[src/rtl/pll_reconfig_ctrl.sv]
// ---------------------------------------------------------------------------
// pll_reconfig_ctrl
//
// Purpose:
//   Sequences one rPLL that has dynamic IDSEL/FBDSEL/ODSEL dividers.
//   Each attempt holds the PLL in reset, waits for lock and then qualifies it.
//   A lock timeout triggers a retry; once the retries are used up the block
//   parks in FAIL. While the PLL is locked (RUN), and also while in FAIL,
//   divider-change requests are taken through a req/ack handshake.
//   The block runs in the PLL reference clock domain.
//
// Ports:
//   clkin_i       reference clock (same net as PLL CLKIN)
//   reset_i       asynchronous, active-high reset
//   cfg_req_i     divider-change request, held until cfg_ack_o
//   cfg_*sel_i    requested divider codes (passed through unmodified)
//   cfg_ack_o     1-cycle pulse: request latched
//   pll_lock_i    raw PLL LOCK (asynchronous to clkin_i)
//   pll_reset_o   PLL RESET
//   pll_*sel_o    PLL divider codes
//   locked_o      qualified lock
//   busy_o        sequence in progress, requests are ignored
//   fail_o        retries exhausted (sticky until a request is accepted)
//   lock_lost_o   1-cycle pulse when lock drops in RUN
//
// States:
//   state         | meaning
//   ST_RST_HOLD   | pll_reset high, counting RST_HOLD_CYC cycles
//   ST_WAIT_LOCK  | reset released, waiting for synced lock
//   ST_STABLE_CHK | synced lock high, counting consecutive cycles
//   ST_RUN        | qualified lock, requests accepted
//   ST_FAIL       | retries exhausted, PLL held in reset, requests accepted
// ---------------------------------------------------------------------------
module pll_reconfig_ctrl #(
    parameter int unsigned RST_HOLD_CYC     = 16,
    parameter int unsigned LOCK_STABLE_CYC  = 1024,
    parameter int unsigned LOCK_TIMEOUT_CYC = 65536,
    parameter int unsigned MAX_RETRY        = 3,
    parameter logic [5:0]  DEF_IDSEL        = 6'd0,
    parameter logic [5:0]  DEF_FBDSEL       = 6'd0,
    parameter logic [5:0]  DEF_ODSEL        = 6'd0
) (
    input  logic       clkin_i,
    input  logic       reset_i,
    input  logic       cfg_req_i,
    input  logic [5:0] cfg_idsel_i,
    input  logic [5:0] cfg_fbdsel_i,
    input  logic [5:0] cfg_odsel_i,
    output logic       cfg_ack_o,
    input  logic       pll_lock_i,
    output logic       pll_reset_o,
    output logic [5:0] pll_idsel_o,
    output logic [5:0] pll_fbdsel_o,
    output logic [5:0] pll_odsel_o,
    output logic       locked_o,
    output logic       busy_o,
    output logic       fail_o,
    output logic       lock_lost_o
);

    localparam int HW = $clog2(RST_HOLD_CYC + 1);
    localparam int SW = $clog2(LOCK_STABLE_CYC + 1);
    localparam int TW = $clog2(LOCK_TIMEOUT_CYC + 1);
    localparam int RW = (MAX_RETRY > 0) ? $clog2(MAX_RETRY + 1) : 1;

    localparam logic [HW-1:0] HOLD_LAST   = HW'(RST_HOLD_CYC - 1);
    localparam logic [SW-1:0] STABLE_LAST = SW'(LOCK_STABLE_CYC - 1);
    localparam logic [TW-1:0] TO_LAST     = TW'(LOCK_TIMEOUT_CYC - 1);
    localparam logic [RW-1:0] RETRY_MAX   = RW'(MAX_RETRY);

    typedef enum logic [2:0] {
        ST_RST_HOLD,
        ST_WAIT_LOCK,
        ST_STABLE_CHK,
        ST_RUN,
        ST_FAIL
    } state_t;

    state_t          state_q;
    logic [HW-1:0]   hold_cnt_q;
    logic [SW-1:0]   stable_cnt_q;
    logic [TW-1:0]   to_cnt_q;
    logic [RW-1:0]   retry_q;
    logic            lock_meta_q;
    logic            lock_s_q;
    logic            cfg_ack_q;
    logic            pll_reset_q;
    logic [5:0]      idsel_q;
    logic [5:0]      fbdsel_q;
    logic [5:0]      odsel_q;
    logic            locked_q;
    logic            busy_q;
    logic            fail_q;
    logic            lock_lost_q;

    // Two-flop synchronizer for the raw PLL lock.
    always_ff @(posedge clkin_i or posedge reset_i) begin
        if (reset_i) begin
            lock_meta_q <= 1'b0;
            lock_s_q    <= 1'b0;
        end else begin
            lock_meta_q <= pll_lock_i;
            lock_s_q    <= lock_meta_q;
        end
    end

    always_ff @(posedge clkin_i or posedge reset_i) begin
        if (reset_i) begin
            state_q      <= ST_RST_HOLD;
            hold_cnt_q   <= '0;
            stable_cnt_q <= '0;
            to_cnt_q     <= '0;
            retry_q      <= '0;
            cfg_ack_q    <= 1'b0;
            pll_reset_q  <= 1'b1;
            idsel_q      <= DEF_IDSEL;
            fbdsel_q     <= DEF_FBDSEL;
            odsel_q      <= DEF_ODSEL;
            locked_q     <= 1'b0;
            busy_q       <= 1'b1;
            fail_q       <= 1'b0;
            lock_lost_q  <= 1'b0;
        end else begin
            cfg_ack_q   <= 1'b0;
            lock_lost_q <= 1'b0;
            case (state_q)
                ST_RST_HOLD: begin
                    if (hold_cnt_q == HOLD_LAST) begin
                        hold_cnt_q  <= '0;
                        to_cnt_q    <= '0;
                        pll_reset_q <= 1'b0;
                        state_q     <= ST_WAIT_LOCK;
                    end else begin
                        hold_cnt_q <= hold_cnt_q + 1'b1;
                    end
                end

                ST_WAIT_LOCK, ST_STABLE_CHK: begin
                    // Qualifying on the very cycle the timeout would expire
                    // still counts as a lock.
                    if (state_q == ST_STABLE_CHK && lock_s_q && stable_cnt_q == STABLE_LAST) begin
                        stable_cnt_q <= '0;
                        locked_q     <= 1'b1;
                        busy_q       <= 1'b0;
                        state_q      <= ST_RUN;
                    end else if (to_cnt_q == TO_LAST) begin
                        stable_cnt_q <= '0;
                        to_cnt_q     <= '0;
                        pll_reset_q  <= 1'b1;
                        if (retry_q < RETRY_MAX) begin
                            retry_q    <= retry_q + 1'b1;
                            hold_cnt_q <= '0;
                            state_q    <= ST_RST_HOLD;
                        end else begin
                            fail_q  <= 1'b1;
                            busy_q  <= 1'b0;
                            state_q <= ST_FAIL;
                        end
                    end else begin
                        // Timeout keeps running across WAIT_LOCK/STABLE_CHK bounces.
                        to_cnt_q <= to_cnt_q + 1'b1;
                        if (state_q == ST_WAIT_LOCK) begin
                            if (lock_s_q) begin
                                stable_cnt_q <= '0;
                                state_q      <= ST_STABLE_CHK;
                            end
                        end else if (!lock_s_q) begin
                            stable_cnt_q <= '0;
                            state_q      <= ST_WAIT_LOCK;
                        end else begin
                            stable_cnt_q <= stable_cnt_q + 1'b1;
                        end
                    end
                end

                ST_RUN, ST_FAIL: begin
                    if (state_q == ST_RUN && !lock_s_q) begin
                        locked_q    <= 1'b0;
                        lock_lost_q <= 1'b1;
                    end
                    if (cfg_req_i || (state_q == ST_RUN && !lock_s_q)) begin
                        retry_q     <= '0;
                        hold_cnt_q  <= '0;
                        pll_reset_q <= 1'b1;
                        busy_q      <= 1'b1;
                        state_q     <= ST_RST_HOLD;
                    end
                    // New codes appear on the same edge that raises pll_reset,
                    // so the PLL only ever sees them while held in reset.
                    if (cfg_req_i) begin
                        idsel_q   <= cfg_idsel_i;
                        fbdsel_q  <= cfg_fbdsel_i;
                        odsel_q   <= cfg_odsel_i;
                        cfg_ack_q <= 1'b1;
                        fail_q    <= 1'b0;
                        locked_q  <= 1'b0;
                    end
                end

                default: begin
                    hold_cnt_q  <= '0;
                    pll_reset_q <= 1'b1;
                    locked_q    <= 1'b0;
                    busy_q      <= 1'b1;
                    state_q     <= ST_RST_HOLD;
                end
            endcase
        end
    end

    assign cfg_ack_o    = cfg_ack_q;
    assign pll_reset_o  = pll_reset_q;
    assign pll_idsel_o  = idsel_q;
    assign pll_fbdsel_o = fbdsel_q;
    assign pll_odsel_o  = odsel_q;
    assign locked_o     = locked_q;
    assign busy_o       = busy_q;
    assign fail_o       = fail_q;
    assign lock_lost_o  = lock_lost_q;

endmodule
[config.mk]
export PLATFORM = sky130hd
export DESIGN_NAME = pll_reconfig_ctrl
export DESIGN_NICKNAME = d
export VERILOG_FILES = /design/src/rtl/pll_reconfig_ctrl.sv
export SDC_FILE = /design/constraint.sdc
export NUM_CORES = 1
export LEC_CHECK = 0
export ABC_AREA = 0
export CAP_MARGIN = 40
export CORE_ASPECT_RATIO = 1.4
export CORE_MARGIN = 3
export CORE_UTILIZATION = 49
export DETAILED_ROUTE_END_ITERATION = 12
export PLACE_DENSITY = 0.76
export SYNTH_ARGS = -nofsm -noshare
export SYNTH_HDL_FRONTEND = slang
export SYNTH_SLANG_ARGS = --single-unit
[constraint.sdc]
create_clock -name clkin_i -period 2 [get_ports clkin_i]
set_clock_uncertainty 0.05 [all_clocks]
set_input_delay 0.2 -clock clkin_i [delete_from_list [all_inputs] [get_ports clkin_i]]
set_output_delay 0.2 -clock clkin_i [all_outputs]
set_load 0.03 [all_outputs]
==> report_table.html <==
<table>
<tr><th>Metric</th><th>Value</th></tr>
<tr><th colspan="2">Yosys</th></tr>
<tr><td>Mean Syn Cell Area</td><td>10.45 µm²</td></tr>
<tr><td>Count of yosys warnings during synthesis</td><td>0</td></tr>
<tr><td>Sequential-to-total area share from yosys stat</td><td>0.5149</td></tr>
<tr><td>Distinct cell type count of the synthesized netlist</td><td>52</td></tr>
<tr><td>Post-Syn Nets</td><td>324</td></tr>
<tr><td>Primary FF master, synth</td><td>dfrtp_1</td></tr>
<tr><td>Netlist area before placement</td><td>3115 µm²</td></tr>
<tr><td>Ys async rst share</td><td>1.000</td></tr>
<tr><td>Instance count of the mapped netlist</td><td>298</td></tr>
<tr><td>Number of enable-type register cells in the synthesized netlist</td><td>0</td></tr>
<tr><td>Number of synthesized register bits</td><td>64</td></tr>
<tr><th colspan="2">Routing</th></tr>
<tr><td>Vias per cell</td><td>5.829</td></tr>
<tr><td>DRC errors left</td><td>0</td></tr>
<tr><td>Vias</td><td>2757</td></tr>
<tr><td>Remaining number of nets flagged by the antenna check after routing</td><td>0</td></tr>
<tr><td>WL/cell</td><td>16.33 µm</td></tr>
<tr><td>Number of DRC markers after the initial detailed-route iteration</td><td>143</td></tr>
<tr><td>Detailed-router iteration count before antenna repair</td><td>4</td></tr>
<tr><td>Routed WL</td><td>7726 µm</td></tr>
<tr><th colspan="2">Place</th></tr>
<tr><td>Area post-placement</td><td>4070 µm²</td></tr>
<tr><td>Placed instance count</td><td>454</td></tr>
<tr><td>Placer's final routability congestion estimate</td><td>0.8869</td></tr>
<tr><td>Count of input and output buffers</td><td>45</td></tr>
<tr><td>Half-perimeter wire length after detailed placement</td><td>5686 µm</td></tr>
<tr><th colspan="2">Clock network</th></tr>
<tr><td>Clock insertion delay at the later pin of the skew report</td><td>0.35 ns</td></tr>
<tr><td>CTS Buf Count</td><td>9</td></tr>
<tr><td>CTS root buffer</td><td>clkbuf_8</td></tr>
<tr><td># clock sinks</td><td>64</td></tr>
<tr><td>Clock-pin slew on the worst setup and hold paths</td><td>0.07 ns</td></tr>
<tr><td>Maximum root-to-sink buffer count</td><td>2</td></tr>
<tr><td>Number of buffers inserted by hold repair at cts</td><td>0</td></tr>
<tr><td>Number of H-tree branching levels</td><td>3</td></tr>
<tr><td>CTS tree</td><td>built</td></tr>
<tr><th colspan="2">GRT</th></tr>
<tr><td>Antenna violations before repair</td><td>0</td></tr>
<tr><td>Global-route wire length before repair</td><td>13140 µm</td></tr>
<tr><td>GRT overflow</td><td>0</td></tr>
<tr><td>Number of global-route vias before repair</td><td>2942</td></tr>
<tr><td>Aggregate global-route resource usage</td><td>0.2286</td></tr>
<tr><td>Maximum number of pins on one net before global-route repair</td><td>30</td></tr>
<tr><th colspan="2">STA</th></tr>
<tr><td>Setup violations, final</td><td>1</td></tr>
<tr><td>Max-slew headroom at the worst pin</td><td>0.6522</td></tr>
<tr><td>Final Cycle Share</td><td>1.002</td></tr>
<tr><td>Count of pins over their slew limit</td><td>0</td></tr>
<tr><td>Worst Max-Slew Pin Slew</td><td>0.5163 ns</td></tr>
<tr><td>Fmax</td><td>0.4992 GHz</td></tr>
<tr><td>Worst setup slack after layout</td><td>-0.003149 ns</td></tr>
<tr><td>Unrepaired setup endpoints after global routing</td><td>yes</td></tr>
<tr><td>Hold violation count in the final report</td><td>0</td></tr>
<tr><td>Tmin final</td><td>2.003 ns</td></tr>
<tr><th colspan="2">Setup path</th></tr>
<tr><td>Worst reg2reg endpoint</td><td>hold_cnt_q[3]</td></tr>
<tr><td>Arrival time of data at the critical path endpoint</td><td>2.19 ns</td></tr>
<tr><td>Critical path peak fanout</td><td>6</td></tr>
<tr><td>Gate family responsible for the most delay along the worst path</td><td>simple AND/OR/NAND/NOR gates</td></tr>
<tr><td>Crit path launch</td><td>to_cnt_q[6]</td></tr>
<tr><td>Worst R2R Path Depth</td><td>5</td></tr>
<tr><td>CP Cell Sequence</td><td>nand4_2 -&gt; or3_4 -&gt; or3_4 -&gt; a21o_4 -&gt; a211o_1</td></tr>
<tr><td>Required time worst endpoint</td><td>2.18 ns</td></tr>
<tr><td>Sum of buffers and inverters on the critical path</td><td>0</td></tr>
<tr><td>Largest stage delay on the critical path</td><td>0.43 ns</td></tr>
<tr><td>Register-to-register path setup slack</td><td>-0.003 ns</td></tr>
<tr><td>Classification of the worst setup path</td><td>flop to flop</td></tr>
<tr><td>Startpoint of the lowest-slack register-to-register path</td><td>to_cnt_q[6]</td></tr>
<tr><td>Type of element launching the critical path</td><td>flop</td></tr>
<tr><td>Slowest cell on the critical path</td><td>dfrtp_1</td></tr>
<tr><td>Endpoint class of the critical path</td><td>flop</td></tr>
<tr><td>Worst path most repeated cell</td><td>or3_4</td></tr>
<tr><th colspan="2">Status</th></tr>
<tr><td>Run status</td><td>complete, but fails checks</td></tr>
<tr><td>Violated checks</td><td>negative setup slack</td></tr>
<tr><th colspan="2">Floorplan</th></tr>
<tr><td>Effective utilization at floorplan</td><td>0.5168</td></tr>
<tr><td>Die Wd</td><td>73.39 µm</td></tr>
<tr><td>Area of the core</td><td>6028 µm²</td></tr>
<tr><td>Floorplan die height</td><td>100.3 µm</td></tr>
<tr><td>Cell row count</td><td>33</td></tr>
<tr><td>Top-level I/O count</td><td>46</td></tr>
<tr><td>Die Outline Area</td><td>7364 µm²</td></tr>
<tr><th colspan="2">Layout</th></tr>
<tr><td>Final antenna diode count</td><td>0</td></tr>
<tr><td>Fraction of final layout cells with drive strength greater than 1</td><td>0.2854</td></tr>
<tr><td>Area used by sequential logic in the layout</td><td>1604 µm²</td></tr>
<tr><td>Net total in the final layout</td><td>424</td></tr>
<tr><td>Layout Area Growth over Synthesis</td><td>39.76%</td></tr>
<tr><td>Final standard cell area without fillers</td><td>4354 µm²</td></tr>
<tr><td>Final-layout fill cell count</td><td>438</td></tr>
<tr><td>Area of combinational cells with multiple inputs</td><td>1540 µm²</td></tr>
<tr><td>Post-route insts no fill</td><td>473</td></tr>
<tr><th colspan="2">Power</th></tr>
<tr><td>Largest vdd supply drop</td><td>1.066 mV</td></tr>
<tr><td>Leakage dissipation</td><td>1.971 nW</td></tr>
<tr><td>Power density of the placed cells</td><td>1416 nW/µm²</td></tr>
<tr><th colspan="2">Worst hold path</th></tr>
<tr><td>Worst hold path class</td><td>input pin to asynchronous set/reset pin</td></tr>
<tr><th colspan="2">Job</th></tr>
<tr><td>Max Cap Violations</td><td>0</td></tr>
</table>
==> metrics by stage <==
stage	setup TNS (ns)	utilization	hold slack [ns]	worst slack, ns	power, mW
CTS	-0.002086	0.7113	0.1418	-0.002086	6.119
detailed placement	-0.2769	0.6752	0.2855	-0.1013	4.999
floorplan	-0.1499	-	0.1814	-0.07499	3.607
finish	-0.003149	0.7223	0.1378	-0.003149	6.165
global route	-0.1335	0.7223	0.1712	-0.04686	6.562
global placement	-0.01196	0.6752	0.2844	-0.01087	4.918
==> power by group <==
| group | switching [mW] | internal (mW) |
|---|---|---|
| Sequential | 0.211 | 1.62 |
| Combinational | 1.76 | 1.51 |
| Clock | 0.487 | 0.571 |
==> sequential cells by signal, summed over array words and instances, names as in the netlist <==
register and count:
busy_o 1, cfg_ack_o 1, fail_o 1, hold_cnt_q 5, lock_lost_o 1, lock_meta_q 1, lock_s_q 1, locked_o 1
pll_fbdsel_o 6, pll_idsel_o 6, pll_odsel_o 6, pll_reset_o 1, retry_q 2, stable_cnt_q 11, state_q 3, to_cnt_q 17
==> timing repair <==
action	in CTS	in global routing
pin swaps	0	6
setup endpoints to repair	11	20
gates resized for setup	6	16
setup buffers	0	3
==> cell families (layout without fill, tap and decap cells) <==
kind of cell             after synthesis  count (layout)  synth area share
adder cells (fa/ha/maj)                4               4           0.01606
buffers and inverters                 20             125           0.02530
flip-flops                            64              64            0.5149
AND/OR/NAND/NOR                       98              98            0.1795
multiplexers                          22              22           0.07872
XOR/XNOR                               1               1          0.002812
AO/OA/AOI/OAI                         89              89            0.1827
==> per-layer routing <==
metal  up-vias  global-route usage  routed length (µm)
li1       1318                   -                   -
met1      1351              0.2555                3054
met2        71              0.3977                4082
met3        17             0.06613                 432
met4         0             0.09763                 156
met5         -                   0                   0
==> cell usage in the layout, fill, tap and decap left out, drive strengths merged, types with 2 or more instances in the layout <==
cell	netlist	layout
ha	4	4
a21o	6	6
nand4b	2	2
nor2	12	12
and2	2	2
dfrtp	62	62
dfstp	2	2
mux2	20	20
nand3	12	12
inv	8	8
and4	6	6
buf	2	56
clkinv	0	3
or3	8	8
o31ai	3	3
a31oi	12	12
o21a	3	3
nand2b	6	6
nand4	4	4
o211ai	3	3
clkbuf	10	12
nor3b	3	3
a211o	2	2
a21boi	2	2
or4	2	2
and3	4	4
a211oi	2	2
nor3	9	9
mux2i	2	2
o22a	2	2
nand2	22	22
clkdlybuf4s50	0	45
o21ai	22	22
a22o	5	5
a21oi	19	19
==> layout make-up <==
| type | count | area share |
|---|---|---|
| Clock buffer | 12 | 0.03103 |
| Multi-Input combinational cell | 214 | 0.3537 |
| Inverter | 8 | 0.006897 |
| Clock inverter | 4 | 0.01034 |
| Timing Repair Buffer | 101 | 0.2095 |
| Tap cell | 70 | 0.02011 |
| Sequential cell | 64 | 0.3684 |
==> how the worst max path moves through the flow <==
stage	to	slack, ns	depth (start not counted)
floorplan	hold_cnt_q[3]	-0.07	7
global placement	to_cnt_q[4]	-0.01	7
detailed placement	to_cnt_q[9]	-0.10	7
CTS	hold_cnt_q[3]	-0.002	6
global route	hold_cnt_q[3]	-0.05	6
finish	hold_cnt_q[3]	-0.003	5
==> cells in the mapped netlist, drive strengths merged, types with 8 or more instances <==
master / number / share of area
a31oi: 12 / 0.024
inv: 8 / 0.0096
mux2: 20 / 0.072
dfrtp: 62 / 0.50
nand2: 22 / 0.027
o21ai: 22 / 0.035
a21oi: 19 / 0.031
or3: 8 / 0.018
nand3: 12 / 0.019
clkbuf: 10 / 0.012
nor2: 12 / 0.014
nor3: 9 / 0.016
Power figures use the tool's default switching activity.
